**config.mk**
```make
export PLATFORM = sky130hd
export DESIGN_NAME = multibank_capture_controller
export DESIGN_NICKNAME = d
export VERILOG_FILES = /design/src/rtl/capture_pkg.sv /design/src/rtl/bank_status_tracker.sv /design/src/rtl/multibank_capture_controller.sv
export SDC_FILE = /design/constraint.sdc
export NUM_CORES = 1
export LEC_CHECK = 0
export ABC_CLOCK_PERIOD_IN_PS = 2500
export BUFFER_PORTS_ARGS = -buffer_cell sky130_fd_sc_hd__buf_2
export CORE_ASPECT_RATIO = 1.75
export CORE_MARGIN = 10
export CORE_UTILIZATION = 45
export DETAILED_ROUTE_END_ITERATION = 12
export HOLD_SLACK_MARGIN = 0.15
export PLACE_DENSITY = 0.74
export RECOVER_POWER = 100
export SYNTH_ARGS = -nofsm -noshare
export SYNTH_HDL_FRONTEND = slang
export SYNTH_SLANG_ARGS = --single-unit
```
**constraint.sdc**
```tcl
create_clock -name clk -period 2.5 [get_ports clk]
set_clock_uncertainty 0.2 [all_clocks]
set_input_delay 0.5 -clock clk [delete_from_list [all_inputs] [get_ports clk]]
set_output_delay 0.5 -clock clk [all_outputs]
set_load 0.05 [all_outputs]
```
**src/rtl/capture_pkg.sv**
```systemverilog
// Shared definitions for the multibank capture controller: FSM state encodings.
package capture_pkg;

  typedef enum logic [1:0] {
    IDLE    = 2'd0,
    CAPTURE = 2'd1,
    CLOSE   = 2'd2,
    STALL   = 2'd3
  } state_t;

endpackage

```
**src/rtl/bank_status_tracker.sv**
```systemverilog
// Bank occupancy bitmap: a bank is set when closed and cleared when released.
// A set on the same edge as a release of the same bank wins.
module bank_status_tracker #(
  parameter  int NUM_BANKS = 2,
  localparam int BANK_W    = $clog2(NUM_BANKS)
) (
  input  logic                 clk,
  input  logic                 reset,
  input  logic                 set_valid,
  input  logic [BANK_W-1:0]    set_bank,
  input  logic                 release_valid,
  input  logic [BANK_W-1:0]    release_bank,
  input  logic [BANK_W-1:0]    query_bank,
  output logic [NUM_BANKS-1:0] bank_full,
  output logic                 query_full
);

  localparam logic [NUM_BANKS-1:0] BIT0 = {{(NUM_BANKS-1){1'b0}}, 1'b1};

  logic [NUM_BANKS-1:0] bank_full_r;
  logic [NUM_BANKS-1:0] set_mask_s;
  logic [NUM_BANKS-1:0] rel_mask_s;

  // One-hot masks for the bank being closed and the bank being released.
  always_comb begin
    set_mask_s = {NUM_BANKS{1'b0}};
    rel_mask_s = {NUM_BANKS{1'b0}};
    if (set_valid) begin
      set_mask_s = BIT0 << set_bank;
    end else begin
      set_mask_s = {NUM_BANKS{1'b0}};
    end
    if (release_valid) begin
      rel_mask_s = BIT0 << release_bank;
    end else begin
      rel_mask_s = {NUM_BANKS{1'b0}};
    end
  end

  // Occupancy register; OR-ing the set mask last gives set-wins priority.
  always_ff @(posedge clk or posedge reset) begin
    if (reset) begin
      bank_full_r <= {NUM_BANKS{1'b0}};
    end else begin
      bank_full_r <= (bank_full_r & ~rel_mask_s) | set_mask_s;
    end
  end

  assign bank_full  = bank_full_r;
  assign query_full = bank_full_r[query_bank];

endmodule

```
**src/rtl/multibank_capture_controller.sv**
```systemverilog
// Round-robin write-side controller for the banked spectrogram capture RAM.
// Optional capture/drop statistics counters are built when CAPTURE_STATS_EN is defined.
module multibank_capture_controller
  import capture_pkg::*;
#(
  parameter  int NUM_BANKS = 2,
  parameter  int DEPTH     = 200,
  localparam int BANK_W    = $clog2(NUM_BANKS),
  localparam int IDX_W     = $clog2(DEPTH),
  localparam int LEN_W     = $clog2(DEPTH + 1)
) (
  input  logic                    clk,
  input  logic                    reset,
  input  logic                    signal_detected,
  input  logic                    release_valid,
  input  logic [BANK_W-1:0]       release_bank,
  output logic                    we,
  output logic [BANK_W+IDX_W-1:0] addr,
  output logic [BANK_W-1:0]       cur_bank,
  output logic [NUM_BANKS-1:0]    bank_full,
  output logic                    done_valid,
  output logic [BANK_W-1:0]       done_bank,
  output logic [LEN_W-1:0]        done_len,
  output logic                    overflow,
  output logic [1:0]              state,
  output logic [15:0]             capture_count,
  output logic [15:0]             drop_count
);

  localparam logic [IDX_W-1:0]  IDX_LAST = IDX_W'(DEPTH - 1);
  localparam logic [IDX_W-1:0]  IDX_ONE  = IDX_W'(1);
  localparam logic [BANK_W-1:0] BANK_ONE = BANK_W'(1);
  localparam logic [LEN_W-1:0]  LEN_FULL = LEN_W'(DEPTH);

  state_t            state_r, state_n;
  logic [IDX_W-1:0]  idx_r, idx_n;
  logic [LEN_W-1:0]  len_r, len_n;
  logic [BANK_W-1:0] cur_bank_r, cur_bank_n;
  logic              done_valid_r, done_valid_n;
  logic [BANK_W-1:0] done_bank_r, done_bank_n;
  logic [LEN_W-1:0]  done_len_r, done_len_n;
  logic              overflow_r, overflow_n;
  logic              we_s;
  logic              set_valid_s;
  logic [BANK_W-1:0] query_bank_s;
  logic              query_full_s;

  // In CLOSE the lookup targets the bank after the pending advance.
  assign query_bank_s = (state_r == CLOSE && len_r != {LEN_W{1'b0}}) ?
                        cur_bank_r + BANK_ONE : cur_bank_r;

  bank_status_tracker #(.NUM_BANKS(NUM_BANKS)) u_tracker (
    .clk          (clk),
    .reset        (reset),
    .set_valid    (set_valid_s),
    .set_bank     (cur_bank_r),
    .release_valid(release_valid),
    .release_bank (release_bank),
    .query_bank   (query_bank_s),
    .bank_full    (bank_full),
    .query_full   (query_full_s)
  );

  // Next-state, index, length and report logic.
  always_comb begin
    state_n      = state_r;
    idx_n        = idx_r;
    len_n        = len_r;
    cur_bank_n   = cur_bank_r;
    done_valid_n = 1'b0;
    done_bank_n  = done_bank_r;
    done_len_n   = done_len_r;
    overflow_n   = 1'b0;
    set_valid_s  = 1'b0;
    we_s         = 1'b0;
    case (state_r)
      IDLE: begin
        if (signal_detected && !query_full_s) begin
          state_n = CAPTURE;
          idx_n   = {IDX_W{1'b0}};
        end else if (signal_detected) begin
          state_n    = STALL;
          overflow_n = 1'b1;
        end else begin
          state_n = IDLE;
        end
      end
      CAPTURE: begin
        we_s = signal_detected;
        if (!signal_detected) begin
          len_n   = LEN_W'(idx_r);
          state_n = CLOSE;
        end else if (idx_r == IDX_LAST) begin
          len_n   = LEN_FULL;
          state_n = CLOSE;
        end else begin
          idx_n = idx_r + IDX_ONE;
        end
      end
      CLOSE: begin
        idx_n = {IDX_W{1'b0}};
        if (len_r != {LEN_W{1'b0}}) begin
          done_valid_n = 1'b1;
          done_bank_n  = cur_bank_r;
          done_len_n   = len_r;
          set_valid_s  = 1'b1;
          cur_bank_n   = cur_bank_r + BANK_ONE;
        end else begin
          cur_bank_n = cur_bank_r;
        end
        if (signal_detected && !query_full_s) begin
          state_n = CAPTURE;
        end else if (signal_detected) begin
          state_n    = STALL;
          overflow_n = 1'b1;
        end else begin
          state_n = IDLE;
        end
      end
      STALL: begin
        if (!signal_detected) begin
          state_n = IDLE;
        end else begin
          state_n = STALL;
        end
      end
      default: begin
        state_n = IDLE;
      end
    endcase
  end

  // State and registered report outputs.
  always_ff @(posedge clk or posedge reset) begin
    if (reset) begin
      state_r      <= IDLE;
      idx_r        <= {IDX_W{1'b0}};
      len_r        <= {LEN_W{1'b0}};
      cur_bank_r   <= {BANK_W{1'b0}};
      done_valid_r <= 1'b0;
      done_bank_r  <= {BANK_W{1'b0}};
      done_len_r   <= {LEN_W{1'b0}};
      overflow_r   <= 1'b0;
    end else begin
      state_r      <= state_n;
      idx_r        <= idx_n;
      len_r        <= len_n;
      cur_bank_r   <= cur_bank_n;
      done_valid_r <= done_valid_n;
      done_bank_r  <= done_bank_n;
      done_len_r   <= done_len_n;
      overflow_r   <= overflow_n;
    end
  end

`ifdef CAPTURE_STATS_EN
  logic [15:0] capture_count_r;
  logic [15:0] drop_count_r;

  // Saturating counts of reported banks and dropped detections.
  always_ff @(posedge clk or posedge reset) begin
    if (reset) begin
      capture_count_r <= 16'h0000;
      drop_count_r    <= 16'h0000;
    end else begin
      if (done_valid_r && capture_count_r != 16'hFFFF) begin
        capture_count_r <= capture_count_r + 16'h0001;
      end
      if (overflow_r && drop_count_r != 16'hFFFF) begin
        drop_count_r <= drop_count_r + 16'h0001;
      end
    end
  end

  assign capture_count = capture_count_r;
  assign drop_count    = drop_count_r;
`else
  assign capture_count = 16'h0000;
  assign drop_count    = 16'h0000;
`endif

  assign we         = we_s;
  assign addr       = {cur_bank_r, idx_r};
  assign cur_bank   = cur_bank_r;
  assign done_valid = done_valid_r;
  assign done_bank  = done_bank_r;
  assign done_len   = done_len_r;
  assign overflow   = overflow_r;
  assign state      = state_r;

endmodule

```
==> results.md, run 1 <==
* Status: complete, no violations
* Final wirelength at 3630 um
* Grt total ovfl at 0
* Pleak at 0.000869 uW
* Area after DPL at 0.00175 mm2
* Peak fanout along the critical path at 8
* Sequential-to-total area share from yosys stat at 47.8%
* Tot Pwr at 2090 uW
* Placed cells at 225
* Type of the worst setup path: flip-flop to flip-flop
* Max_slew headroom at 48.9%
* Number of synthesized flops with an enable pin at 0
* Pwr/cell area at 1160 mW/mm2
* Die width at 66.1 um
* Clock Latency Late Sink at 0.28 ns
* Total number of vias at 1162
* Antenna violations before repair at 0
* CP required at 2.45 ns
* Main synth FF type: dfrtp_1
* Mean Syn Cell Area at 10.9 um2
* Max VDD drop at 0.515 mV
* Vias in the first global route at 1168
* DRT iter0 DRCs at 36
* Detail Route Antenna Nets at 0
* Starting Density at 46.6%
* Crit path DAT at 2.14 ns
* ANT cells at 0
* Max cap viols at 0
* Synth warnings at 0
* Cell Count, Final, Fillers Out at 234
* Final hold violations at 0
* Post-DR wirelength/cell at 15.5 um
* Hold WS at 0.297 ns
* Die ar. at 0.00666 mm2
* Setup slack, reg-to-reg at 0.31 ns
* Boundary pin count at 63
* Largest net degree at the start of global routing at 33
* Cells after Synth at 154
* Mapped cell area at 0.00167 mm2
* Pre-antenna DRT Iters at 4
* Final Cell Area at 0.00180 mm2
* Routability Congestion at 0.778
* HPWL Detailed at 2760 um
* Setup TNS at 0 ns
* Final setup fails at 0
* Chip Height at 101 um
* Combinational share of power at 43.9%
* Drt drc at 0
* Port buffer count at 30
* Yosys reg bits at 32
* Min-delay worst type: primary input to flip-flop
* Slew Limit Fails at 0
* Power Internal at 1080 uW
* Clk Tree Root Cell: clkbuf_8
* # H-tree levels at 2
* # nets final at 195
* Tmin final at 2.19 ns
* Switching portion of total power at 48.2%
* RSZ-0062 raised after global routing: false
* First-pass GRT wire length at 5800 um
* CP Launch Type: flip-flop
* Clock Power Share at 19.2%
* Share of cells above drive strength 1 at 12.8%
* Via density per instance at 4.97
* Final period util at 87.7%
* Clock sinks at 32
* Clock-pin slew on the worst setup and hold paths at 0.06 ns
* Fraction of registers with async set or reset after synthesis at 100%
* Reg power frac at 37.0%
* Core area at 0.00359 mm2
* GR Util All Layers at 11.2%
* Psw at 1010 uW
* Area grow syn2layout at 7.47%
* CTS buffer count at 5
* Slew of the pin with the lowest slew margin at 0.767 ns
* Max Buffers Root-to-Sink at 2
* Crit end category: flip-flop
* Post_cts resized at 0
* Fmax at 0.456 GHz
* FP Rows at 29
* Yosys cell types at 33
* CTS tree: yes
[final cells by class]
type | count | area, um2
Clock buffer | 8 | 90.1
Fill cell | 347 | 1790
Inverter | 5 | 18.8
Multi-Input combinational cell | 109 | 687
Sequential cell | 32 | 801
Tap cell | 46 | 57.6
Timing Repair Buffer | 34 | 145
[cells in the mapped netlist, types with 2 or more instances]
| master | number | area [um2] |
|---|---|---|
| a31oi_1 | 5 | 31.3 |
| mux2_2 | 9 | 101 |
| nor2_1 | 3 | 11.3 |
| o21ai_0 | 5 | 25.0 |
| nand2b_1 | 4 | 25.0 |
| dfrtp_1 | 32 | 801 |
| a22o_1 | 5 | 43.8 |
| nand2_1 | 6 | 22.5 |
| a21oi_1 | 8 | 40.0 |
| ha_1 | 3 | 37.5 |
| buf_4 | 33 | 248 |
| a21o_1 | 3 | 22.5 |
| and3_1 | 3 | 18.8 |
| nor4_1 | 2 | 12.5 |
| nand3_1 | 3 | 15.0 |
| o22a_1 | 3 | 26.3 |
| inv_1 | 5 | 18.8 |
| nand4_1 | 2 | 12.5 |
| o21a_1 | 2 | 15.0 |
| buf_2 | 5 | 25.0 |
[stage by stage]
stage,setup slack [ns],util [%]
finish,0.308,50.1
global route,0.112,50.1
CTS,0.271,51.5
detailed placement,0.275,48.7
global placement,0.234,48.7
floorplan,0.0263,-
[repair_timing]
| action | CTS | global route |
|---|---|---|
| hold buffers | 1 | 0 |
| setup endpoints to repair | 0 | 0 |
| hold endpoints to repair | 32 | 0 |
| buffers inserted | 0 | 0 |
[cell usage in the layout (no fill, tap or decap), drive strengths merged, types with 6 or more instances in the layout]
master	count
a21oi	9
clkbuf	36
conb	32
dfrtp	32
mux2	9
nand2	6
[worst max-delay path, stage by stage, from the launching register on]
cell and delay [ns]:
dfrtp_1 0.39, nor4_1 0.33, a211oi_1 0.16, ha_1 0.31, mux2i_1 0.20, a21oi_1 0.13, o21bai_4 0.22, a31oi_1 0.11
[power groups by stage]
stage	Clock [uW]	Combinational, uW	Sequential, uW
after floorplan	0	473	1110
after detailed placement	0	968	780
after CTS	412	971	771
after global placement	0	960	777
final	401	919	775
after global routing	441	982	793
[kinds of logic (layout without fill, tap and decap cells)]
| kind of cell | after synthesis | in the layout | synth area share, % |
|---|---|---|---|
| other | 1 | 32 | 0.224 |
| muxes | 10 | 10 | 6.65 |
| adders and majority gates | 3 | 3 | 2.24 |
| buffers and inverters | 44 | 47 | 17.6 |
| DFF | 32 | 32 | 47.8 |
| AOI/OAI and AO/OA | 36 | 36 | 15.5 |
| xor gates and xnor gates | 1 | 1 | 0.523 |
| and+or+nand+nor | 27 | 27 | 9.42 |
[worst paths after layout]
path,startpoint,to,cells past startpoint
worst max-delay path,len_r[7]$_DFFE_PP0P_,idx_r[4]$_DFFE_PP0P_,7
worst min-delay path,release_valid,u_tracker.bank_full[1]$_DFF_PP0_,3
worst max register to register,len_r[7]$_DFFE_PP0P_,idx_r[4]$_DFFE_PP0P_,7
worst min register to register,done_len[4]$_DFFE_PP0P_,done_len[4]$_DFFE_PP0P_,1
max in group asynchronous,reset,len_r[3]$_DFFE_PP0P_,4
min in group asynchronous,reset,overflow$_DFF_PP0_,4
[routing by layer]
| layer | wire, um | global-route usage [%] |
|---|---|---|
| met5 | 0 | 0 |
| met4 | 81 | 5.83 |
| met3 | 267 | 4.01 |
| met2 | 1910 | 19.1 |
| met1 | 1370 | 11.4 |
[flip-flops by register name, summed over array words and instances, names as in the netlist]
name                 cells
len_r                    8
done_bank                1
done_valid               1
overflow                 1
done_len                 8
cur_bank                 1
u_tracker.bank_full      2
idx_r                    8
state                    2
No activity file was read; power rests on OpenSTA's default activity.
==> inputs of run 2 (changes only) <==
--- a/config.mk
+++ b/config.mk
@@ -6,13 +6,13 @@
 export NUM_CORES = 1
 export LEC_CHECK = 0
 export ABC_CLOCK_PERIOD_IN_PS = 2500
-export BUFFER_PORTS_ARGS = -buffer_cell sky130_fd_sc_hd__buf_2
+export BUFFER_PORTS_ARGS = -buffer_cell sky130_fd_sc_hd__buf_4
 export CORE_ASPECT_RATIO = 1.75
 export CORE_MARGIN = 10
-export CORE_UTILIZATION = 45
+export CORE_UTILIZATION = 48
 export DETAILED_ROUTE_END_ITERATION = 12
 export HOLD_SLACK_MARGIN = 0.15
-export PLACE_DENSITY = 0.74
+export PLACE_DENSITY = 0.78
 export RECOVER_POWER = 100
 export SYNTH_ARGS = -nofsm -noshare
 export SYNTH_HDL_FRONTEND = slang
==> results.md, run 2 (synthesis gave the netlist of run 1 again) <==
* Slowest cell on crit path: dfrtp_1
* DRT iter0 DRCs at 41
* ANT cells at 0
* Post-DR wirelength/cell at 15.8 um
* CP Launch Type: flip-flop
* Hold path start: signal_detected
* Core area at 0.00336 mm2
* Max_slew headroom at 48.3%
* Total number of vias at 1162
* # H-tree levels at 2
* Vias in the first global route at 1252
* Crit path DAT at 2.21 ns
* Setup TNS at 0 ns
* Final setup fails at 0
* Via density per instance at 5.01
* CTS tree: yes
* Post-route setup slack at 0.241 ns
* Clk Tree Root Cell: clkbuf_8
* Final period util at 90.3%
* Tmin final at 2.26 ns
* CP required at 2.45 ns
* Final hold violations at 0
* Worst Hold Path Cells at 2
* Type of the worst setup path: flip-flop to flip-flop
* CTS buffer count at 5
* Combinational share of power at 43.4%
* Max Buffers Root-to-Sink at 2
* # nets final at 195
* Chip Height at 98.1 um
* Layout fillers at 360
* First-pass GRT wire length at 6020 um
* Starting Density at 49.8%
* Post_cts resized at 0
* Detail Route Antenna Nets at 0
* Switching portion of total power at 47.8%
* R2r worst-path depth at 7
* Power Internal at 1100 uW
* Post-place setup slack at 0.240 ns
* Max cap viols at 0
* Status: complete, no violations
* Worst path cell trace: nor4_1, a211oi_1, ha_1, mux2i_1, a21oi_1, o21bai_2, a31oi_1
* Clock Latency Late Sink at 0.29 ns
* Pleak at 0.000877 uW
* Post-CTS Setup Bufs at 0
* Pre-antenna DRT Iters at 4
* Fmax at 0.443 GHz
* Final wirelength at 3660 um
* Boundary pin count at 63
* Min-delay worst type: primary input to flip-flop
* GR Util All Layers at 12.1%
* Die width at 64.6 um
* Clock Power Share at 20.1%
* Clock sinks at 32
* Area grow syn2layout at 7.92%
* Share of cells above drive strength 1 at 13.4%
* Die ar. at 0.00634 mm2
* Peak fanout along the critical path at 8
* Routability Congestion at 0.794
* Pwr/cell area at 1170 mW/mm2
* Grt total ovfl at 0
* Port buffer count at 30
* Antenna violations before repair at 0
* CP startpoint: len_r[1]$_DFFE_PP0P_
* Reg power frac at 36.5%
* Commonest non-fill, non-tap cells in the layout: 32 x conb_1, 32 x dfrtp_1, 26 x clkbuf_1, 9 x a21oi_1, 9 x mux2_2
* RSZ-0062 raised after global routing: false
* Psw at 1010 uW
* Worst path max stage delay at 0.41 ns
* Largest net degree at the start of global routing at 33
* Drt drc at 0
* FP Rows at 28
* Slew of the pin with the lowest slew margin at 0.776 ns
* HPWL Detailed at 2840 um
* Slew Limit Fails at 0
* RR Startpoint: len_r[1]$_DFFE_PP0P_
* Clock-pin slew on the worst setup and hold paths at 0.06 ns
* Crit end category: flip-flop
* Max VDD drop at 0.625 mV
## run 2: metrics by stage
| step | hold WS [ns] | util [%] | cell area (um2) | cells | total power (uW) |
|---|---|---|---|---|---|
| 6_report | 0.287 | 53.7 | 1810 | 232 | 2120 |
| 5_1_grt | 0.287 | 53.7 | 1810 | 232 | 2230 |
| 2_1_floorplan | 0.277 | - | 1790 | 185 | 1580 |
| 3_5_place_dp | 0.298 | 54.2 | 1820 | 224 | 1830 |
| 3_3_place_gp | 0.292 | 54.2 | 1820 | 224 | 1800 |
| 4_1_cts | 0.283 | 57.4 | 1930 | 232 | 2260 |
## run 2: path summary, 6_finish.rpt
path	slack [ns]	to
setup / recovery	0.24	idx_r[6]$_DFFE_PP0P_
hold / removal	0.29	state[0]$_DFFE_PP0P_
setup reg to reg	0.24	idx_r[6]$_DFFE_PP0P_
hold reg to reg	0.30	done_len[0]$_DFFE_PP0P_
max in group asynchronous	0.82	len_r[6]$_DFFE_PP0P_
min in group asynchronous	0.79	state[1]$_DFFE_PP0P_
## run 2: power groups by stage
stage	clock network, uW	registers, uW	logic [uW]
4_1_cts	437	776	1050
6_report	425	772	919
3_5_place_dp	0	785	1040
2_1_floorplan	0	1110	473
3_3_place_gp	0	776	1030
5_1_grt	456	793	981
## run 2: area by class of cell
class	instances	area (um2)	share of cell area [%]
Sequential cell	32	801	44.3
Multi-Input combinational cell	109	679	37.6
Timing Repair Buffer	34	155	8.59
Clock buffer	7	96.3	5.33
Tap cell	45	56.3	3.12
Inverter	5	18.8	1.04
## run 2: layer usage
metal	GRT usage, %	part of all wire, %	vias to the layer above
met5	0	0	-
met4	6.95	2.4	0
met3	5.26	8.1	6
met2	21.1	53	49
met1	11.2	36	565
li1	-	-	542
## run 2: critical path, delay by kind of cell (launching register included)
kind	cells	cell delay (ns)
AOI/OAI and AO/OA	4	0.67
adders and majority gates	1	0.31
DFF	1	0.41
muxes	1	0.20
and+or+nand+nor	1	0.34
## run 2: what timing repair did
action / 4_1_cts / 5_1_grt
endpoints found under the hold margin: 32 / 0
setup endpoints to repair: 0 / 0
hold buffers: 1 / 0
